[src/rtl/lcd_pkg.sv]
// rtl/lcd_pkg.sv - shared command codes, size defaults and FSM encoding for the lcd host driver
//
// Contents:
//   CMD_* : command codes understood by lcd_ctrl
//   *_DEF : default sizes (pixel width, image/window pixel counts, timeout)
//   state_t : host driver FSM states
//   cmd_is_legal() : true for the six codes lcd_ctrl implements

package lcd_pkg;

    localparam int DW_DEF      = 8;
    localparam int IMG_PIX_DEF = 36;
    localparam int WIN_PIX_DEF = 9;
    localparam int TIMEOUT_DEF = 64;

    localparam logic [2:0] CMD_OUT   = 3'd0;
    localparam logic [2:0] CMD_LOAD  = 3'd1;
    localparam logic [2:0] CMD_RIGHT = 3'd2;
    localparam logic [2:0] CMD_LEFT  = 3'd3;
    localparam logic [2:0] CMD_UP    = 3'd4;
    localparam logic [2:0] CMD_DOWN  = 3'd5;

    typedef enum logic [1:0] {
        ST_IDLE,
        ST_ISSUE,
        ST_LOAD,
        ST_COLLECT
    } state_t;

    // Codes 6 and 7 have no meaning to lcd_ctrl and are rejected before issue.
    function automatic logic cmd_is_legal(input logic [2:0] code);
        return (code <= CMD_DOWN);
    endfunction

endpackage

[src/rtl/lcd_win_capture.sv]
// rtl/lcd_win_capture.sv - collects one output burst into a shadow window, commits it on success
//
// Ports:
//   clk, reset : clock, synchronous active-high reset
//   clear      : start of a new command; rewinds the pixel index and overflow flag
//   capture    : a returned pixel is present on pixel this cycle
//   pixel      : returned pixel value
//   commit     : copy the shadow window to win_data
//   full       : exactly WIN_PIX pixels captured and no surplus seen
//   win_data   : last successfully committed window, pixel n at [DW*n +: DW]

module lcd_win_capture
    import lcd_pkg::*;
#(
    parameter int DW      = DW_DEF,
    parameter int WIN_PIX = WIN_PIX_DEF
) (
    input  logic                  clk,
    input  logic                  reset,
    input  logic                  clear,
    input  logic                  capture,
    input  logic [DW-1:0]         pixel,
    input  logic                  commit,
    output logic                  full,
    output logic [DW*WIN_PIX-1:0] win_data
);

    localparam int IW = $clog2(WIN_PIX + 1);

    logic [IW-1:0]         idx;
    logic                  ovf;
    logic [DW*WIN_PIX-1:0] shadow;

    // The shadow keeps a failed burst away from win_data, so a short or long
    // burst leaves the previously delivered window visible.
    always_ff @(posedge clk) begin
        if (reset) begin
            idx      <= '0;
            ovf      <= 1'b0;
            shadow   <= '0;
            win_data <= '0;
        end else begin
            if (clear) begin
                idx <= '0;
                ovf <= 1'b0;
            end else if (capture) begin
                if (idx == IW'(WIN_PIX)) begin
                    ovf <= 1'b1;
                end else begin
                    idx <= idx + 1'b1;
                    for (int n = 0; n < WIN_PIX; n++) begin
                        if (idx == IW'(n)) begin
                            shadow[n*DW +: DW] <= pixel;
                        end
                    end
                end
            end
            if (commit) begin
                win_data <= shadow;
            end
        end
    end

    assign full = (idx == IW'(WIN_PIX)) && !ovf;

endmodule

[src/rtl/lcd_host_driver.sv]
// rtl/lcd_host_driver.sv - single-outstanding command initiator for lcd_ctrl with image streaming and window capture
//
// Ports:
//   clk, reset          : clock, synchronous active-high reset
//   req_cmd/req_valid   : command request from the sequencer
//   req_ready           : high while idle
//   img_addr/img_data   : image RAM read port, one cycle read latency
//   cmd/cmd_valid       : command issue to lcd_ctrl
//   datain              : image pixel to lcd_ctrl during LOAD, otherwise 0
//   dataout/output_valid: returned window pixels from lcd_ctrl
//   busy                : lcd_ctrl busy
//   win_data/win_valid  : packed returned window, pulse on each good burst
//   err                 : one-cycle pulse on illegal code, bad burst length or timeout

module lcd_host_driver
    import lcd_pkg::*;
#(
    parameter int DW      = DW_DEF,
    parameter int IMG_PIX = IMG_PIX_DEF,
    parameter int WIN_PIX = WIN_PIX_DEF,
    parameter int TIMEOUT = TIMEOUT_DEF
) (
    input  logic                  clk,
    input  logic                  reset,
    input  logic [2:0]            req_cmd,
    input  logic                  req_valid,
    output logic                  req_ready,
    output logic [5:0]            img_addr,
    input  logic [DW-1:0]         img_data,
    output logic [2:0]            cmd,
    output logic                  cmd_valid,
    output logic [DW-1:0]         datain,
    input  logic [DW-1:0]         dataout,
    input  logic                  output_valid,
    input  logic                  busy,
    output logic [DW*WIN_PIX-1:0] win_data,
    output logic                  win_valid,
    output logic                  err
);

    localparam int         TW       = $clog2(TIMEOUT + 1);
    localparam logic [5:0] LAST_PIX = 6'(IMG_PIX - 1);

    state_t         state, state_n;
    logic [2:0]     cmd_q;
    logic [5:0]     k;
    logic [TW-1:0]  tcnt;
    logic           err_n;
    logic           win_valid_n;
    logic           clear;
    logic           commit;
    logic           full;

    always_ff @(posedge clk) begin
        if (reset) begin
            state     <= ST_IDLE;
            cmd_q     <= '0;
            k         <= '0;
            tcnt      <= '0;
            err       <= 1'b0;
            win_valid <= 1'b0;
        end else begin
            state     <= state_n;
            err       <= err_n;
            win_valid <= win_valid_n;
            if (state == ST_IDLE && req_valid) begin
                cmd_q <= req_cmd;
            end
            // k counts cycles since the LOAD handshake; it only advances while
            // staying in LOAD so it never exceeds LAST_PIX.
            if (state == ST_LOAD && state_n == ST_LOAD) begin
                k <= k + 6'd1;
            end else begin
                k <= '0;
            end
            // Timeout counter restarts on every state change and saturates.
            if (state_n != state) begin
                tcnt <= '0;
            end else if (tcnt != TW'(TIMEOUT)) begin
                tcnt <= tcnt + 1'b1;
            end
        end
    end

    always_comb begin
        state_n     = state;
        err_n       = 1'b0;
        win_valid_n = 1'b0;
        clear       = 1'b0;
        commit      = 1'b0;
        req_ready   = 1'b0;
        cmd_valid   = 1'b0;
        cmd         = '0;
        datain      = '0;
        img_addr    = '0;
        case (state)
            ST_IDLE: begin
                req_ready = 1'b1;
                if (req_valid) begin
                    clear = 1'b1;
                    if (cmd_is_legal(req_cmd)) begin
                        state_n = ST_ISSUE;
                    end else begin
                        err_n = 1'b1;
                    end
                end
            end
            ST_ISSUE: begin
                // img_addr stays 0 here so pixel 0 is on img_data in the first LOAD cycle.
                cmd_valid = 1'b1;
                cmd       = cmd_q;
                if (!busy) begin
                    state_n = (cmd_q == CMD_LOAD) ? ST_LOAD : ST_COLLECT;
                end else if (tcnt == TW'(TIMEOUT - 1)) begin
                    err_n   = 1'b1;
                    state_n = ST_IDLE;
                end
            end
            ST_LOAD: begin
                datain   = img_data;
                img_addr = (k == LAST_PIX) ? LAST_PIX : k + 6'd1;
                if (k == LAST_PIX) begin
                    state_n = ST_COLLECT;
                end
            end
            ST_COLLECT: begin
                // busy is still high from the handshake in the first cycle, so
                // its level there says nothing about completion.
                if (tcnt != '0 && !busy) begin
                    state_n = ST_IDLE;
                    if (full) begin
                        win_valid_n = 1'b1;
                        commit      = 1'b1;
                    end else begin
                        err_n = 1'b1;
                    end
                end else if (tcnt == TW'(TIMEOUT - 1)) begin
                    err_n   = 1'b1;
                    state_n = ST_IDLE;
                end
            end
            default: state_n = ST_IDLE;
        endcase
    end

    lcd_win_capture #(
        .DW      (DW),
        .WIN_PIX (WIN_PIX)
    ) u_capture (
        .clk      (clk),
        .reset    (reset),
        .clear    (clear),
        .capture  ((state == ST_COLLECT) && output_valid),
        .pixel    (dataout),
        .commit   (commit),
        .full     (full),
        .win_data (win_data)
    );

endmodule
[config.mk]
export PLATFORM = sky130hd
export DESIGN_NAME = lcd_host_driver
export DESIGN_NICKNAME = d
export VERILOG_FILES = /design/src/rtl/lcd_pkg.sv /design/src/rtl/lcd_win_capture.sv /design/src/rtl/lcd_host_driver.sv
export SDC_FILE = /design/constraint.sdc
export NUM_CORES = 1
export LEC_CHECK = 0
export ABC_AREA = 0
export CORE_UTILIZATION = 53
export DETAILED_ROUTE_END_ITERATION = 10
export GPL_TIMING_DRIVEN = 0
export PLACE_DENSITY = 0.77
export SLEW_MARGIN = 20
export SYNTH_ARGS = -nofsm -noshare
export SYNTH_HDL_FRONTEND = slang
export SYNTH_HIERARCHICAL = 1
export SYNTH_SLANG_ARGS = --single-unit
[constraint.sdc]
create_clock -name clk -period 2.53 [get_ports clk]
set_input_delay 0.759 -clock clk [delete_from_list [all_inputs] [get_ports clk]]
set_output_delay 0.759 -clock clk [all_outputs]
set_load 0.005 [all_outputs]
==> results of run 1 <==
-- cell usage in the layout (no fill, tap or decap), types with 7 or more instances in the layout --
cell type        instances
clkbuf_16               17
clkdlybuf4s50_1        100
nor2_1                  90
dfxtp_1                165
and2_1                  12
nand3_1                 11
nand2b_1                82
mux2i_1                150
dlygate4sd2_1           11
clkbuf_1                27
nand2_1                 12
inv_1                   11
buf_4                   13
nand3_2                  7
-- cell usage after synthesis (2+ instances only) --
cell	count	share of area, %
dfxtp_1	169	49
mux2i_1	150	22
nor2_1	90	4.9
nand2b_1	83	7.5
clkbuf_1	25	1.4
buf_2	13	0.94
inv_1	13	0.71
and2_1	12	1.1
nand2_1	12	0.65
nand3_1	11	0.80
ha_1	7	1.3
nand3_2	7	1.0
a21oi_1	6	0.44
nor3_1	6	0.44
nand4_1	5	0.45
o21ai_0	5	0.36
xnor2_1	5	0.64
and3_1	4	0.36
a211oi_1	3	0.33
buf_1	3	0.16
nor2b_1	3	0.27
nor3b_1	3	0.33
o211ai_1	3	0.33
xor2_1	3	0.38
a31o_1	2	0.25
a31oi_1	2	0.18
buf_6	2	0.33
o21a_1	2	0.22
o311ai_1	2	0.25
o31ai_4	2	0.62
or3b_1	2	0.25
-- routing by layer --
| layer | global-route usage (%) | part of all wire [%] |
|---|---|---|
| met2 | 44.5 | 52 |
| met3 | 4.97 | 4.7 |
| met5 | 0 | 0 |
| met4 | 9.57 | 1.5 |
| met1 | 29.8 | 42 |
-- cell families (layout without fill, tap and decap cells) --
kind of cell / Yosys count / count (layout) / synth area share (%)
AOI/OAI and AO/OA: 35 / 35 / 4.09
xor gates and xnor gates: 8 / 8 / 1.02
adders and majority gates: 7 / 7 / 1.27
buffers and inverters: 57 / 214 / 3.61
DFF: 169 / 169 / 49.1
muxes: 150 / 150 / 21.8
and+or+nand+nor: 246 / 246 / 19.1
-- through the flow --
| step | area, um2 | cells | hold WS [ns] |
|---|---|---|---|
| final | 8990 | 1001 | 0.444 |
| after global placement | 8260 | 959 | 0.453 |
| after global routing | 8990 | 1001 | 0.457 |
| after detailed placement | 8260 | 959 | 0.459 |
| after CTS | 8910 | 995 | 0.460 |
| after floorplan | 6890 | 672 | 0.430 |
-- flip-flops by register name, indices dropped and copies added (netlist names) --
register and flops:
cmd_q 3, u_capture/shadow 72, tcnt 7, u_capture/ovf 1
u_capture/idx 4, u_capture/win_data 72, state 2, win_valid 1
err 1, k 6
-- worst reg2reg max path: cells and delay by family, from the launching register on --
kind,cells,cell delay (ns)
AO/OA/AOI/OAI,1,0.25
adder cells (fa/ha/maj),1,0.15
buffers and inverters,3,0.63
flip-flops,1,0.35
multiplexers,1,0.21
AND/OR/NAND/NOR,3,0.67
-- cell type report --
type	instances	share of cell area, %
buffer	44	2.65
inverter	13	0.585
sequential	169	37.7
timing repair buffer	125	13.6
clock buffer	25	5.51
multi-input combinational	446	36.5
clock inverter	7	1.00
tap	172	2.39
-- power groups by stage --
stage                     logic, mW  registers, mW  clock network [mW]
after floorplan               0.235           2.75                   0
after global placement        0.371           2.75                   0
after detailed placement      0.379           2.75                   0
after CTS                     0.399           2.69                2.56
after global routing          0.457           2.70                2.67
final                         0.422           2.69                2.53
-- how the worst min path moves through the flow --
stage          from  endpoint  depth (start not counted)
6_report       k[0]      k[0]                          1
2_1_floorplan  k[0]      k[0]                          1
5_1_grt        k[0]      k[0]                          1
3_5_place_dp   k[0]      k[0]                          1
3_3_place_gp   k[0]      k[0]                          1
4_1_cts        k[0]      k[0]                          1
-- what timing repair did --
item                                    in CTS  in global routing
hold buffers                                 0                  0
endpoints found under the hold margin        0                  0
pin swaps                                    1                  1
endpoints found under the setup margin      80                 40
buffers inserted                             4                  6
gates resized for setup                     28                 16
==> results by group, run 1 <==
Layout
  – Count of filler cells inserted in the layout: 975
  – Fraction of final layout cells with drive strength greater than 1: 9.53%
  – Sequential Area: 3390 um2
  – Utilization after layout: 70.9%
  – Synth-to-Final Area Change: 30.4%
  – Layout net count: 847
  – Number of diodes added for antenna fixing: 0
  – Area occupied by multi-input gates: 3280 um2

Route
  – Antenna Violating Nets Remaining: 0
  – Via total after detailed routing: 5238
  – DRC: 0
  – Total detailed-routing wirelength: 16000 um
  – Routed length per placed instance: 16.0 um
  – Pre-Repair DR Iteration Count: 4
  – Violation count after the first detailed-routing iteration: 281
  – Drt via density: 5.23

Worst setup path
  – Setup slack on the worst flop-to-flop path: 0.13 ns
  – R2R cell count: 9
  – Cell type of the slowest stage on the worst timing path: clkdlybuf4s50_1
  – Critical Path End Type: output port
  – Worst path required time: 1.77 ns
  – Capture point of the worst path: cmd[1]
  – Worst-path fanout max: 6
  – Kind of start point of the critical path: register
  – Endpoint of the most critical register-to-register path: u_capture/win_data[12]
  – CP cell instances: buf_6 > nand2b_1 > inv_2 > and2_1 > clkdlybuf4s50_1
  – CP bufs+invs: 3
  – Crit Path Category: register to output port
  – Worst path top cell family by delay: buffers and inverters
  – Critical Path AT: 1.75 ns
  – CP startpoint: state[1]
  – Cell depth of the worst setup path: 5
  – RR Startpoint: tcnt[0]
  – Worst path max stage delay: 0.49 ns

STA
  – Final critical delay including setup and external delays: 2.51 ns
  – Max-slew headroom at the worst pin: 54.2%
  – Max-slew violation count: 0
  – Fraction of the cycle the final worst path needs: 99.2%
  – Transition time at the pin with the least slew margin: 0.687 ns
  – Worst-case setup margin in the final layout: 0.0192 ns
  – Total negative setup slack: 0 ns
  – Final-report setup violation count: 0
  – Clock tree skew after final layout: 0.00739 ns
  – Upper clock frequency limit: 398 MHz
  – Final count of hold timing violations: 0
  – Unrepaired setup endpoints after global routing: yes

Synthesis
  – Post-Syn Nets: 703
  – Part of the Yosys area used for sequential elements: 49.1%
  – Top FF cell, synth: dfxtp_1
  – Yosys Warn Count: 6
  – Number of enable-type register cells in the synthesized netlist: 0
  – Post-synth ARST share: 0%
  – Mean area per synthesized cell: 10.3 um2
  – Cell variety after synth: 48
  – Synthesized cell area: 6890 um2
  – Total of flip-flops plus latches after synthesis: 169
  – Cells after Synth: 672

Power
  – P_sw: 1.21 mW
  – Switching power as a share of total power: 21.5%
  – Cell-internal power: 4.43 mW
  – Total power after layout: 5.65 mW
  – Leakage power: 3.65 nW
  – Clock share of power: 44.8%
  – Seq pwr share: 47.7%
  – PwrDens: 628 nW/um2
  – Comb power frac: 7.5%
  – Peak VDD IR: 0.000368 V

Clocking
  – CTS H-tree depth: 4
  – Buffers from clock root to sink, at most: 2
  – Clk Latency, worst-skew pair: 0.42 ns
  – Clock Sink Count: 169
  – Cell chosen for the clock root: clkbuf_16
  – Clock transition at the registers of the reported paths: 0.06 ns
  – Clock buffers created by TritonCTS: 17
  – Clock tree from TritonCTS: done

Place
  – DP HPWL: 11300 um
  – Post-Place Worst Slack: -0.537 ns
  – Port Buf Inserts: 115
  – Gp weighted congestion: 0.862

Floorplanning
  – Die X-Extent: 116 um
  – Starting utilization of the core area: 54.4%
  – Standard-cell rows: 41
  – Die span in y: 116 um
  – CORE AREA: 12700 um2
  – Top Ports: 117
  – Total Die Area: 13500 um2

GRT
  – Global-route congestion overflow total: 0
  – Number of antenna violations at the first check in global routing: 0
  – Aggregate global-route resource usage: 25.1%
  – Number of global-route vias before repair: 5151
  – Wire length of the first global-routing pass: 25600 um
  – Largest net degree at the start of global routing: 17

Run status
  – Outcome: finished, final reports clean

Worst hold path
  – Path type of the worst min-delay path: register to register

Run
  – MaxCap Viol Count: 0
No activity file was read; power rests on OpenSTA's default activity.
==> run 2: changes to the inputs <==
CORE_UTILIZATION = 25   (was 53)
PLACE_DENSITY = 0.41   (was 0.77)
==> run 2 against run 1 <==
Compared with the run above: routed wire length rose by 14%; critical path depth is 1 higher; cell count rose by 17%; combinational power is essentially flat; clock power increased by 2%; setup slack improved by 0.053 ns; sequential share of layout area down 0.62 points; sequential power about the same.
==> results by group, run 2 (synthesis gave the netlist of run 1 again) <==
Layout
  – Finished Layout Cells: 1168 (+17%)
  – Sequential Area: 3390 um2 (-0.11%)
  – Number of diodes added for antenna fixing: 0 (unchanged)
  – Layout Cell Area excl Fill: 9130 um2 (+1.5%)
  – Fraction of final layout cells with drive strength greater than 1: 9.43% (-0.098 points)
  – Count of filler cells inserted in the layout: 2761 (+180%)
  – Synth-to-Final Area Change: 32.4%
  – Layout net count: 845 (-0.24%)
  – Most frequent cells in the layout: dfxtp_1 (166), mux2i_1 (150), clkdlybuf4s50_1 (98), nor2_1 (90), nand2b_1 (82)
  – Largest registers: u_capture/shadow (72), u_capture/win_data (72), tcnt (7)
  – Utilization after layout: 33.8% (-37 points)
  – Most common cell after layout, fill and taps aside: dfxtp_1
  – Area occupied by multi-input gates: 3280 um2 (-0.23%)

Run status
  – Outcome: finished, final reports clean

Floorplanning
  – Top Ports: 117 (unchanged)
  – Die X-Extent: 168 um (+45%)
  – CORE AREA: 27000 um2 (+110%)
  – Starting utilization of the core area: 25.5% (-29 points)
  – Standard-cell rows: 60 (+46%)
  – Die span in y: 168 um (+45%)
  – Total Die Area: 28200 um2 (+110%)

Route
  – Via total after detailed routing: 5082 (-3.0%)
  – Total detailed-routing wirelength: 18200 um (+14%)
  – Violation count after the first detailed-routing iteration: 197 (-30%)
  – Drt via density: 4.35 (-17%)
  – Antenna Violating Nets Remaining: 0 (unchanged)
  – Pre-Repair DR Iteration Count: 4 (unchanged)
  – DRC: 0 (unchanged)
  – Routed length per placed instance: 15.6 um (-2.4%)

GRT
  – Global-route congestion overflow total: 0 (unchanged)
  – Aggregate global-route resource usage: 13.1% (-12 points)
  – Number of global-route vias before repair: 5081 (-1.4%)
  – Largest net degree at the start of global routing: 17 (unchanged)
  – Wire length of the first global-routing pass: 28400 um (+11%)
  – Number of antenna violations at the first check in global routing: 0 (unchanged)

Worst setup path
  – Worst path required time: 1.77 ns (about the same)
  – Crit Path Category: register to output port
  – Worst-path fanout max: 6 (unchanged)
  – Critical Path End Type: output port
  – Kind of start point of the critical path: register
  – Setup slack on the worst flop-to-flop path: 0.14 ns (about the same)
  – Critical Path AT: 1.70 ns (-0.05 ns)

Place
  – Gp weighted congestion: 0.800 (-7.1%)
  – # placed instances: 1128 (+18%)
  – Instance area at placement: 8470 um2 (+2.6%)
  – DP HPWL: 12800 um (+14%)
  – Port Buf Inserts: 115 (unchanged)

Clocking
  – Cell chosen for the clock root: clkbuf_16
  – Clock transition at the registers of the reported paths: 0.07 ns (about the same)
  – Buffers from clock root to sink, at most: 2 (unchanged)
  – Clock buffers created by TritonCTS: 17 (unchanged)
  – CTS H-tree depth: 4 (unchanged)
  – Clock tree from TritonCTS: done
  – Number of buffers inserted for hold repair after clock tree synthesis: 0 (unchanged)
  – Clock Sink Count: 169 (unchanged)
  – Clk Latency, worst-skew pair: 0.42 ns (about the same)

Worst hold path
  – Path type of the worst min-delay path: register to register

STA
  – Unrepaired setup endpoints after global routing: yes
  – Final-layout worst hold slack: 0.441 ns (-0.00247 ns)
  – Total negative setup slack: 0 ns (unchanged)
  – Transition time at the pin with the least slew margin: 0.822 ns (+0.135 ns)
  – Clock tree skew after final layout: 0.0100 ns (+0.00262 ns)
  – Fraction of the cycle the final worst path needs: 97.2% (-2.1 points)
  – Final-report setup violation count: 0 (unchanged)
  – Max-slew violation count: 0 (unchanged)
  – Max-slew headroom at the worst pin: 45.2% (-9.0 points)
  – Final count of hold timing violations: 0 (unchanged)
  – Upper clock frequency limit: 407 MHz (+2.1%)
  – Final critical delay including setup and external delays: 2.46 ns (-0.0527 ns)

Power
  – Leakage power: 3.59 nW (-1.5%)
  – PwrDens: 624 nW/um2 (-0.72%)
  – Peak VDD IR: 0.000393 V (+6.8%)

Run
  – MaxCap Viol Count: 0 (unchanged)
-- run 2: metrics by stage --
stage | setup WS, ns | power [mW]
2_1_floorplan | 0.312 | 2.98
3_3_place_gp | -0.595 | 3.15
3_5_place_dp | -0.630 | 3.15
4_1_cts | 0.0321 | 5.79
5_1_grt | -0.0484 | 5.93
6_report | 0.0718 | 5.69
-- run 2: cell type report --
type | count | area share (%)
tap | 341 | 4.68
clock inverter | 13 | 1.58
timing repair buffer | 123 | 13.0
sequential | 169 | 37.1
buffer | 44 | 2.39
inverter | 13 | 0.576
clock buffer | 19 | 4.74
multi-input combinational | 446 | 35.9
-- run 2: path summary, 6_finish.rpt --
| path | startpoint | to | cells past startpoint |
|---|---|---|---|
| max | state[1] | datain[1] | 6 |
| min | k[0] | k[0] | 1 |
| max reg2reg | tcnt[0] | u_capture/win_data[59] | 9 |
| min reg2reg | k[0] | k[0] | 1 |
-- run 2: critical path: stages, from the launching register on --
cell and delay, ns:
dfxtp_2 0.32, buf_6 0.12, nor2b_2 0.14, clkbuf_8 0.14
buf_4 0.14, and2_1 0.15, dlygate4sd2_1 0.26
-- run 2: repair_timing --
action	4_1_cts	5_1_grt
resized for setup	32	1
pin swaps	1	0
setup buffers	5	3
setup endpoints to repair	94	48
-- run 2: power by group --
part           internal (mW)  total [mW]  switching, mW
sequential              2.68        2.69         0.0149
clock                   1.47        2.58           1.11
combinational          0.194       0.422          0.228
total                   4.34        5.69           1.35
-- run 2: routing by layer --
layer / track usage, % / part of all wire [%] / vias up
met1: 16.9 / 48 / 2405
met4: 3.99 / 1.2 / 0
met3: 3.53 / 4.4 / 14
met5: 0 / 0 / -
li1: - / - / 2551
met2: 21.3 / 46 / 112
==> run 3: changes to the inputs <==
SETUP_SLACK_MARGIN = 0.2   (was not set)
==> run 3 against run 2 <==
Compared with the run above: sequential power is essentially flat; combinational power increased by 9.5%; non-clock buffer count is 7 higher.
==> results by group, run 3 (synthesis gave the netlist of run 1 again) <==
Worst setup path
  – CP startpoint: img_data[6]
  – Critical Path End Type: output port
  – Worst path max stage delay: 0.46 ns (+0.14 ns)
  – Critical Path AT: 1.53 ns (-0.17 ns)
  – Worst path required time: 1.77 ns (about the same)
  – Cell type of the slowest stage on the worst timing path: clkdlybuf4s50_1
  – Kind of start point of the critical path: primary input
  – Crit Path Category: primary input to output port
  – CP bufs+invs: 2 (-2)
  – CP cell instances: clkdlybuf4s50_1 > and2_1 > clkdlybuf4s15_1
  – RR Startpoint: tcnt[0]
  – Worst path top cell family by delay: buffers and inverters
  – Worst-path fanout max: 1 (-5)

Power
  – Switching power as a share of total power: 23.9% (+0.15 points)
  – Leakage power: 3.60 nW (+0.15%)
  – Comb power frac: 8.1% (+0.7 points)
  – PwrDens: 618 nW/um2 (-1.0%)
  – Peak VDD IR: 0.000388 V (-1.4%)
  – Cell-internal power: 4.37 mW (+0.63%)
  – Seq pwr share: 47.0% (-0.3 points)
  – P_sw: 1.37 mW (+1.5%)
  – Clock share of power: 45.0% (-0.3 points)

STA
  – Final count of hold timing violations: 0 (unchanged)
  – Worst-case setup margin in the final layout: 0.241 ns (+0.169 ns)
  – Max-slew headroom at the worst pin: 46.8% (+1.6 points)
  – Upper clock frequency limit: 437 MHz (+7.4%)
  – Max-slew violation count: 0 (unchanged)
  – Final critical delay including setup and external delays: 2.29 ns (-0.169 ns)
  – Clock tree skew after final layout: 0.0107 ns (+0.000729 ns)
  – Unrepaired setup endpoints after global routing: yes
  – Fraction of the cycle the final worst path needs: 90.5% (-6.7 points)
  – Transition time at the pin with the least slew margin: 0.798 ns (-0.0241 ns)
  – Final-report setup violation count: 0 (unchanged)

Run status
  – Outcome: finished, final reports clean

Clocking
  – CTS H-tree depth: 4 (unchanged)
  – Clk Latency, worst-skew pair: 0.42 ns (about the same)
  – Clock Sink Count: 169 (unchanged)
  – Cell chosen for the clock root: clkbuf_16
  – Clock buffers created by TritonCTS: 17 (unchanged)
  – Clock tree from TritonCTS: done
  – Buffers from clock root to sink, at most: 2 (unchanged)
  – Clock transition at the registers of the reported paths: 0.07 ns (about the same)
  – Number of buffers inserted for hold repair after clock tree synthesis: 0 (unchanged)

GRT
  – Number of antenna violations at the first check in global routing: 0 (unchanged)
  – Number of global-route vias before repair: 5150 (+1.4%)
  – Global-route congestion overflow total: 0 (unchanged)
  – Aggregate global-route resource usage: 13.2% (+0.11 points)
  – Largest net degree at the start of global routing: 17 (unchanged)
  – Wire length of the first global-routing pass: 28600 um (+0.68%)

Worst hold path
  – Path type of the worst min-delay path: register to register
  – Min-delay src: cmd_q[0]

Floorplanning
  – Die span in y: 168 um (unchanged)
  – CORE AREA: 27000 um2 (unchanged)
  – Top Ports: 117 (unchanged)
  – Standard-cell rows: 60 (unchanged)
  – Die X-Extent: 168 um (unchanged)
  – Total Die Area: 28200 um2 (unchanged)
  – Starting utilization of the core area: 25.5% (unchanged)

Place
  – Port Buf Inserts: 115 (unchanged)
  – DP HPWL: 12800 um (unchanged)
  – Gp weighted congestion: 0.800 (unchanged)
  – Post-Place Worst Slack: -0.630 ns (unchanged)

Layout
  – Utilization after layout: 34.4% (+0.62 points)
  – Layout net count: 852 (+0.83%)
  – Most common cell after layout, fill and taps aside: dfxtp_1
  – Count of filler cells inserted in the layout: 2728 (-1.2%)
  – Synth-to-Final Area Change: 34.9%
  – Largest registers: u_capture/shadow (72), u_capture/win_data (72), tcnt (7)
  – Number of diodes added for antenna fixing: 0 (unchanged)
  – Fraction of final layout cells with drive strength greater than 1: 13.1% (+3.6 points)
  – Most frequent cells in the layout: dfxtp_1 (162), mux2i_1 (150), clkdlybuf4s50_1 (96), nor2_1 (85), nand2b_1 (81)

Run
  – MaxCap Viol Count: 0 (unchanged)

Route
  – DRC: 0 (unchanged)
  – Violation count after the first detailed-routing iteration: 205 (+4.1%)
  – Total detailed-routing wirelength: 18500 um (+1.7%)
  – Routed length per placed instance: 15.7 um (+1.1%)
  – Antenna Violating Nets Remaining: 0 (unchanged)
  – Pre-Repair DR Iteration Count: 5 (+1)
  – Drt via density: 4.39 (+0.87%)
  – Via total after detailed routing: 5157 (+1.5%)
-- run 3: changes by cell type in the layout (fill, tap and decap cells not counted), sizes merged --
| cell | before | now |
|---|---|---|
| dlygate4sd2 | 17 | 4 |
| buf | 27 | 38 |
| clkdlybuf4s50 | 98 | 96 |
| clkbuf | 44 | 47 |
| clkdlybuf4s15 | 0 | 8 |
-- run 3: through the flow --
stage	setup TNS [ns]	cell area [um2]	cells	total power [mW]	hold WS, ns
4_1_cts	0	9170	1169	5.80	0.475
6_report	0	9300	1175	5.74	0.475
2_1_floorplan	0	6890	672	2.98	0.430
3_3_place_gp	-59.99	8470	1128	3.15	0.457
3_5_place_dp	-63.85	8470	1128	3.15	0.463
5_1_grt	0	9300	1175	5.97	0.493
-- run 3: routing by layer --
metal,up-vias,wire length (um),part of all wire (%),GRT usage [%]
met4,0,269,1.5,4.15
li1,2575,-,-,-
met3,18,1010,5.5,3.71
met1,2438,8560,46,16.8
met5,-,0,0,0
met2,126,8640,47,21.5
-- run 3: worst reg2reg max path, cell delays in order, from the launching register on --
cell and delay (ns):
dfxtp_2 0.35, inv_1 0.08, ha_1 0.15, or4b_4 0.50
o31ai_4 0.33, nor2_2 0.09, buf_2 0.18, buf_6 0.17
mux2i_1 0.17, nor2_1 0.06
-- run 3: path summary, 6_finish.rpt --
| path | endpoint | slack (ns) | cells after the start |
|---|---|---|---|
| setup / recovery | datain[6] | 0.24 | 3 |
| hold / removal | cmd_q[0] | 0.48 | 2 |
| setup reg to reg | u_capture/win_data[3] | 0.34 | 9 |
| hold reg to reg | cmd_q[0] | 0.48 | 2 |
-- run 3: final cells by class --
type                       count  area [um2]  share of cell area (%)
clock inverter                13         144                    1.55
tap                          341         427                    4.59
clock buffer                  19         433                    4.66
multi-input combinational    446        3340                    35.9
inverter                      13        52.6                   0.565
sequential                   169        3400                    36.5
timing repair buffer         130        1220                    13.2
buffer                        44         278                    2.99
-- run 3: power groups by stage --
| stage | Sequential, mW | Clock [mW] | Combinational, mW |
|---|---|---|---|
| after floorplan | 2.75 | 0 | 0.235 |
| after global placement | 2.75 | 0 | 0.395 |
| after detailed placement | 2.75 | 0 | 0.396 |
| after CTS | 2.69 | 2.68 | 0.432 |
| after global routing | 2.70 | 2.78 | 0.501 |
| final | 2.70 | 2.58 | 0.462 |
-- run 3: timing repair --
action,in CTS,in global routing
buffers inserted,8,5
endpoints found under the hold margin,0,0
cloned,1,1
pin swaps,4,3
setup endpoints to repair,145,157
resized for setup,55,55
==> RTL change 1, RTL diff (config.mk and constraints of run 1) <==
Remove the register `err`: a continuous assignment takes its place, so the output `err` follows one clock earlier. Comments in the files are not updated.
--- a/src/rtl/lcd_host_driver.sv
+++ b/src/rtl/lcd_host_driver.sv
@@ -57,11 +57,9 @@
             cmd_q     <= '0;
             k         <= '0;
             tcnt      <= '0;
-            err       <= 1'b0;
             win_valid <= 1'b0;
         end else begin
             state     <= state_n;
-            err       <= err_n;
             win_valid <= win_valid_n;
             if (state == ST_IDLE && req_valid) begin
                 cmd_q <= req_cmd;
@@ -81,6 +79,8 @@
             end
         end
     end
+
+    assign err = err_n;
 
     always_comb begin
         state_n     = state;
Check against the original RTL: not equivalent (a bounded check fails within 4 cycles, from zero or initial values and one cycle with reset high).
==> RTL change 1 against run 1 <==
  * Area after synthesis decreased by 2.9%
  * Wire length shrank 2.1%
  * Sequential share of layout area rose by 0.67 points
  * Total power is 3.3% lower
  * Worst setup slack better by 12 ps
  * Fmax rose by 0.48%
  * Design area decreased by 2.1%
  * Sequential cell count decreased by 1
  * Via count is 5.9% lower
  * Count of clock-buffer cells in the layout rose by 5
  * Register-to-register slack better by 50 ps
  * Largest power group unchanged
  * Highest routed layer unchanged
==> RTL change 1: results (changes against run 1) <==
{| class="wikitable"
! Metric !! Value
|-
| Run status || completed
|-
| Hold WC Path Type || flop to flop
|-
| Slowest library cell on the worst path || dlygate4sd2_1
|-
| Synthesized netlist net count || 679 (-3.4%)
|-
| HPWL after detailed placement || 10700 um (-5.5%)
|-
| Mean cell area of the mapped netlist || 10.3 sq um (+0.71%)
|-
| RR Endpoint || u_capture/win_data[37]$_SDFFE_PP0P_
|-
| Cell count of the worst reg-to-reg path || 10 (+1)
|-
| Non-filler instance count after layout || 967 (-3.4%)
|-
| Lkg Pwr || 3.49 nW (-4.4%)
|-
| CP peak stage delay || 300 ps (-190 ps)
|-
| Actual transition at the worst max-transition pin || 710 ps (+23.3 ps)
|-
| Wire length of the first global-routing pass || 25200 um (-1.9%)
|-
| Number of nets in the layout || 818 (-3.4%)
|-
| Iteration count of the initial detailed-routing pass || 5 (+1)
|-
| Placed cells || 931 (-2.9%)
|-
| CP top delay family || compound AO/OA/AOI/OAI gates
|-
| Layout cell share with drive strength beyond 1 || 10.5% (+0.98 points)
|-
| Leading cell types by total area after synthesis || dfxtp_1 (50%), mux2i_1 (22%), nand2b_1 (7.6%)
|-
| Timing endpoint of the critical path || err
|-
| Average wire length per cell after detail routing || 16.2 um (+1.3%)
|-
| Worst reg2reg setup slack || 180 ps (+50 ps)
|-
| Ratio of routed vias to standard cells || 5.10 (-2.6%)
|-
| Clock Skew || 4.47 ps (-2.92 ps)
|-
| Number of global-route vias before repair || 4992 (-3.1%)
|-
| Met3 Wirelength || 661 um (-13%)
|-
| Largest fanout of any net on the critical path || 4 (-2)
|-
| Count of cell types in the netlist || 44 (-8.3%)
|-
| Met1 routed wirelength after detailed routing || 6890 um (+3.0%)
|-
| Post-synth top cells || dfxtp_1 (168), mux2i_1 (148), nor2_1 (87)
|}
-- RTL change 1: cell count changes after synthesis, moves of 3 or more --
cell,change
a21oi_1,+3
inv_1,-4
nand2_1,-4
nand3_1,-3
nand4_1,-4
nor2_1,-3
nor3_1,+7
-- RTL change 1: logic make-up (layout without fill, tap and decap cells) --
group / count (synthesis) / count (layout) / share of synthesized area, %
AO/OA/AOI/OAI: 26 / 26 / 2.51
buffers and inverters: 51 / 202 / 3.33
XOR/XNOR: 10 / 10 / 1.31
multiplexers: 148 / 148 / 22.1
flip-flops: 168 / 168 / 50.3
adder cells (fa/ha/maj): 7 / 7 / 1.31
AND/OR/NAND/NOR: 238 / 238 / 19.1
-- RTL change 1: per-stage QoR --
| stage | setup TNS (ps) | power, mW | setup WS [ps] | hold WS [ps] | area [sq um] |
|---|---|---|---|---|---|
| 6_report | 0 | 5.46 | 31.2 | 477 | 8790 |
| 5_1_grt | -37.8 | 5.63 | -25.0 | 489 | 8790 |
| 4_1_cts | -24.6 | 5.47 | -24.6 | 466 | 8710 |
| 3_5_place_dp | -72510 | 3.00 | -1040 | 470 | 8050 |
| 3_3_place_gp | -62520 | 2.99 | -1030 | 461 | 8050 |
| 2_1_floorplan | 0 | 2.88 | 221 | 448 | 6690 |
-- RTL change 1: worst min-delay path by stage --
stage	slack (ps)	depth (start not counted)	end	start
3_3_place_gp	460	2	u_capture/shadow[21]$_SDFFE_PP0P_	u_capture/shadow[21]$_SDFFE_PP0P_
4_1_cts	470	1	k[0]$_SDFF_PP0_	k[0]$_SDFF_PP0_
5_1_grt	490	1	k[0]$_SDFF_PP0_	k[0]$_SDFF_PP0_
2_1_floorplan	450	2	u_capture/shadow[15]$_SDFFE_PP0P_	u_capture/shadow[15]$_SDFFE_PP0P_
6_report	480	1	k[0]$_SDFF_PP0_	k[0]$_SDFF_PP0_
3_5_place_dp	470	2	u_capture/shadow[10]$_SDFFE_PP0P_	u_capture/shadow[10]$_SDFFE_PP0P_
-- RTL change 1: power breakdown --
part           total, mW  switching, mW  internal, mW
Sequential          2.67         0.0124          2.66
Combinational      0.312          0.164         0.148
Clock               2.47          0.939          1.54
Total               5.46           1.12          4.34
-- RTL change 1: layout make-up --
cell class	count	area, sq um
Buffer	42	204
Clock buffer	30	544
Clock inverter	1	30.0
Fill cell	898	3370
Inverter	9	33.8
Multi-Input combinational cell	429	3220
Sequential cell	168	3380
Tap cell	168	210
Timing Repair Buffer	120	1170
-- RTL change 1: what timing repair did --
action                     CTS  global route
setup endpoints to repair   95             9
pin swaps                    2             5
setup buffers                2             3
gates resized for setup     39            19
-- RTL change 1: layer usage --
metal | GRT usage, % | up-vias
li1 | - | 2443
met1 | 30.8 | 2355
met2 | 43.7 | 126
met3 | 5.13 | 6
met4 | 7.88 | 0
met5 | 0 | -
==> RTL change 2, RTL diff (flow settings as in run 1) <==
Without the edit above. Set the package constant `TIMEOUT_DEF` to 128 (it was 64).
--- a/src/rtl/lcd_pkg.sv
+++ b/src/rtl/lcd_pkg.sv
@@ -11,7 +11,7 @@
     localparam int DW_DEF      = 8;
     localparam int IMG_PIX_DEF = 36;
     localparam int WIN_PIX_DEF = 9;
-    localparam int TIMEOUT_DEF = 64;
+    localparam int TIMEOUT_DEF = 128;
 
     localparam logic [2:0] CMD_OUT   = 3'd0;
     localparam logic [2:0] CMD_LOAD  = 3'd1;
Formal check against the unedited RTL: no difference found for any inputs over 4 cycles, from zero or initial values and one cycle with reset high; that may be too few to reach the edited logic, so the function may still have changed.
==> RTL change 2 against run 1 <==
  * Synthesized cell count decreased by 2.1%
  * Total power is 1.3% higher
  * First-iteration DRC count shrank 12%
  * Worst setup slack improved by 47 ps
  * Sequential cell count is 1 higher
  * Utilization fell by 0.40 points
  * Critical path type unchanged
  * Critical path depth shrank 1
  * Area after synthesis decreased by 1.2%
  * Highest routed layer unchanged
  * Via count shrank 3.9%
  * Wire length fell by 3.3%
  * Global-route usage shrank 0.23 points
  * Design area is 1.4% lower
  * Register-to-register slack gained 40 ps
==> RTL change 2: results (changes against run 1) <==
{| class="wikitable"
! Metric !! Value
|-
| Run status || completed
|-
| Average wire length per cell after detail routing || 15.7 um (-1.5%)
|-
| Worst slack at placement || -607 ps (-70.2 ps)
|-
| Antenna violations before repair || 0 (unchanged)
|-
| Number of clock buffers inserted by TritonCTS || 17 (unchanged)
|-
| Actual transition at the worst max-transition pin || 654 ps (-33.1 ps)
|-
| Number of warnings issued by yosys || 6 (unchanged)
|-
| Number of inserted diodes || 0 (unchanged)
|-
| Wire length of the first global-routing pass || 25300 um (-1.2%)
|-
| Iteration count of the initial detailed-routing pass || 4 (unchanged)
|-
| Worst-Skew Late Latency || 420 ps (about the same)
|-
| Global placer's final weighted congestion || 0.843 (-2.2%)
|-
| Pin count of the biggest net entering global routing || 17 (unchanged)
|-
| Met3 Wirelength || 649 um (-14%)
|-
| Met2 routed WL || 7730 um (-6.6%)
|-
| Hold WC Path Type || flop to flop
|-
| Layout cell share with drive strength beyond 1 || 10.4% (+0.83 points)
|-
| Registers with the most flip-flops || u_capture/shadow (72), u_capture/win_data (72), tcnt (8)
|-
| Data arrival time of the critical path || 1700 ps (-50 ps)
|-
| Port Buffers || 116 (+0.87%)
|-
| Most used flip-flop cell after synthesis || dfxtp_1
|-
| Number of global-route vias before repair || 5113 (-0.74%)
|-
| Number of nets in the layout || 830 (-2.0%)
|-
| Count of cell types in the netlist || 42 (-13%)
|-
| Synth Instances || 658 (-2.1%)
|-
| Worst voltage drop across the vdd grid || 402 uV (+9.4%)
|-
| Total Routed Length || 15400 um (-3.3%)
|-
| Synthesized netlist net count || 689 (-2.0%)
|-
| Post-synth top cells || dfxtp_1 (170), mux2i_1 (148), nor2_1 (93)
|-
| GR Util All Layers || 24.8% (-0.23 points)
|-
| Clock Skew || 6.38 ps (-1.01 ps)
|-
| Post-CTS clock slew at the launch and capture registers of the worst setup and hold paths || 60 ps (about the same)
|-
| Met2 usage || 42.7% (-1.8 points)
|-
| Ratio of routed vias to standard cells || 5.12 (-2.2%)
|-
| Post-placement cell area || 8180 sq um (-0.91%)
|-
| Part of the Yosys area used for sequential elements || 50.0% (+0.91 points)
|-
| Fraction of synthesis flops using an asynchronous set or reset pin || 0% (unchanged)
|-
| Placed cells || 946 (-1.4%)
|-
| Number of DRC markers in iteration 0 || 246 (-12%)
|-
| Top routing layer used || met4
|-
| Layout filler cell count || 977 (+0.21%)
|-
| Lkg Pwr || 3.57 nW (-2.2%)
|-
| CTS max path bufs || 2 (unchanged)
|-
| Largest fanout of any net on the critical path || 7 (+1)
|-
| M1 GR Usage || 30.8% (+0.95 points)
|-
| Leading cell types by total area after synthesis || dfxtp_1 (50%), mux2i_1 (22%), nand2b_1 (7.4%)
|-
| Met1 routed wirelength after detailed routing || 6920 um (+3.5%)
|-
| GR met3 Demand/Resource || 5.27% (+0.30 points)
|-
| Total number of H-tree levels || 4 (unchanged)
|-
| HPWL after detailed placement || 10600 um (-5.7%)
|}
-- RTL change 2: area by class of cell --
type	instances	area, sq um	share of cell area, %
sequential	170	3410	38.5
multi-input combinational	437	3220	36.4
timing repair buffer	127	1230	13.9
clock buffer	24	462	5.21
buffer	39	223	2.51
tap	172	215	2.43
clock inverter	7	68.8	0.776
inverter	7	26.3	0.296
-- RTL change 2: path summary, 6_finish.rpt --
kind / cells after the start / slack [ps] / start / to
setup / recovery: 4 / 70 / state[0]$_SDFF_PP0_ / cmd[0]
hold / removal: 1 / 450 / k[0]$_SDFF_PP0_ / k[0]$_SDFF_PP0_
setup reg to reg: 9 / 170 / tcnt[0]$_SDFFE_PP0P_ / u_capture/win_data[33]$_SDFFE_PP0P_
hold reg to reg: 1 / 450 / k[0]$_SDFF_PP0_ / k[0]$_SDFF_PP0_
-- RTL change 2: repair_timing --
action | in CTS | in global routing
setup endpoints to repair | 88 | 120
resized for setup | 38 | 22
gates cloned | 1 | 0
pin swaps | 2 | 1
buffers inserted | 5 | 5
-- RTL change 2: critical path: stages, from the launching register on --
cell and delay (ps):
dfxtp_4 370, buf_6 120, nor2b_4 170, and2_1 140, clkdlybuf4s50_1 490
-- RTL change 2: cell families (layout without fill, tap and decap cells) --
| group | after synthesis | in the layout | share of synthesized area [%] |
|---|---|---|---|
| buf+inv | 51 | 204 | 3.29 |
| flops | 170 | 170 | 50.0 |
| simple gates | 242 | 242 | 19.7 |
| xor+xnor | 12 | 12 | 1.54 |
| mux | 148 | 148 | 21.8 |
| compound gates | 28 | 28 | 2.45 |
| fa+ha+maj | 7 | 7 | 1.29 |
-- RTL change 2: report_power, final --
part / switching [mW] / internal [mW] / total [mW]
clock network: 0.978 / 1.37 / 2.35
registers: 0.0367 / 2.72 / 2.75
logic: 0.304 / 0.315 / 0.618
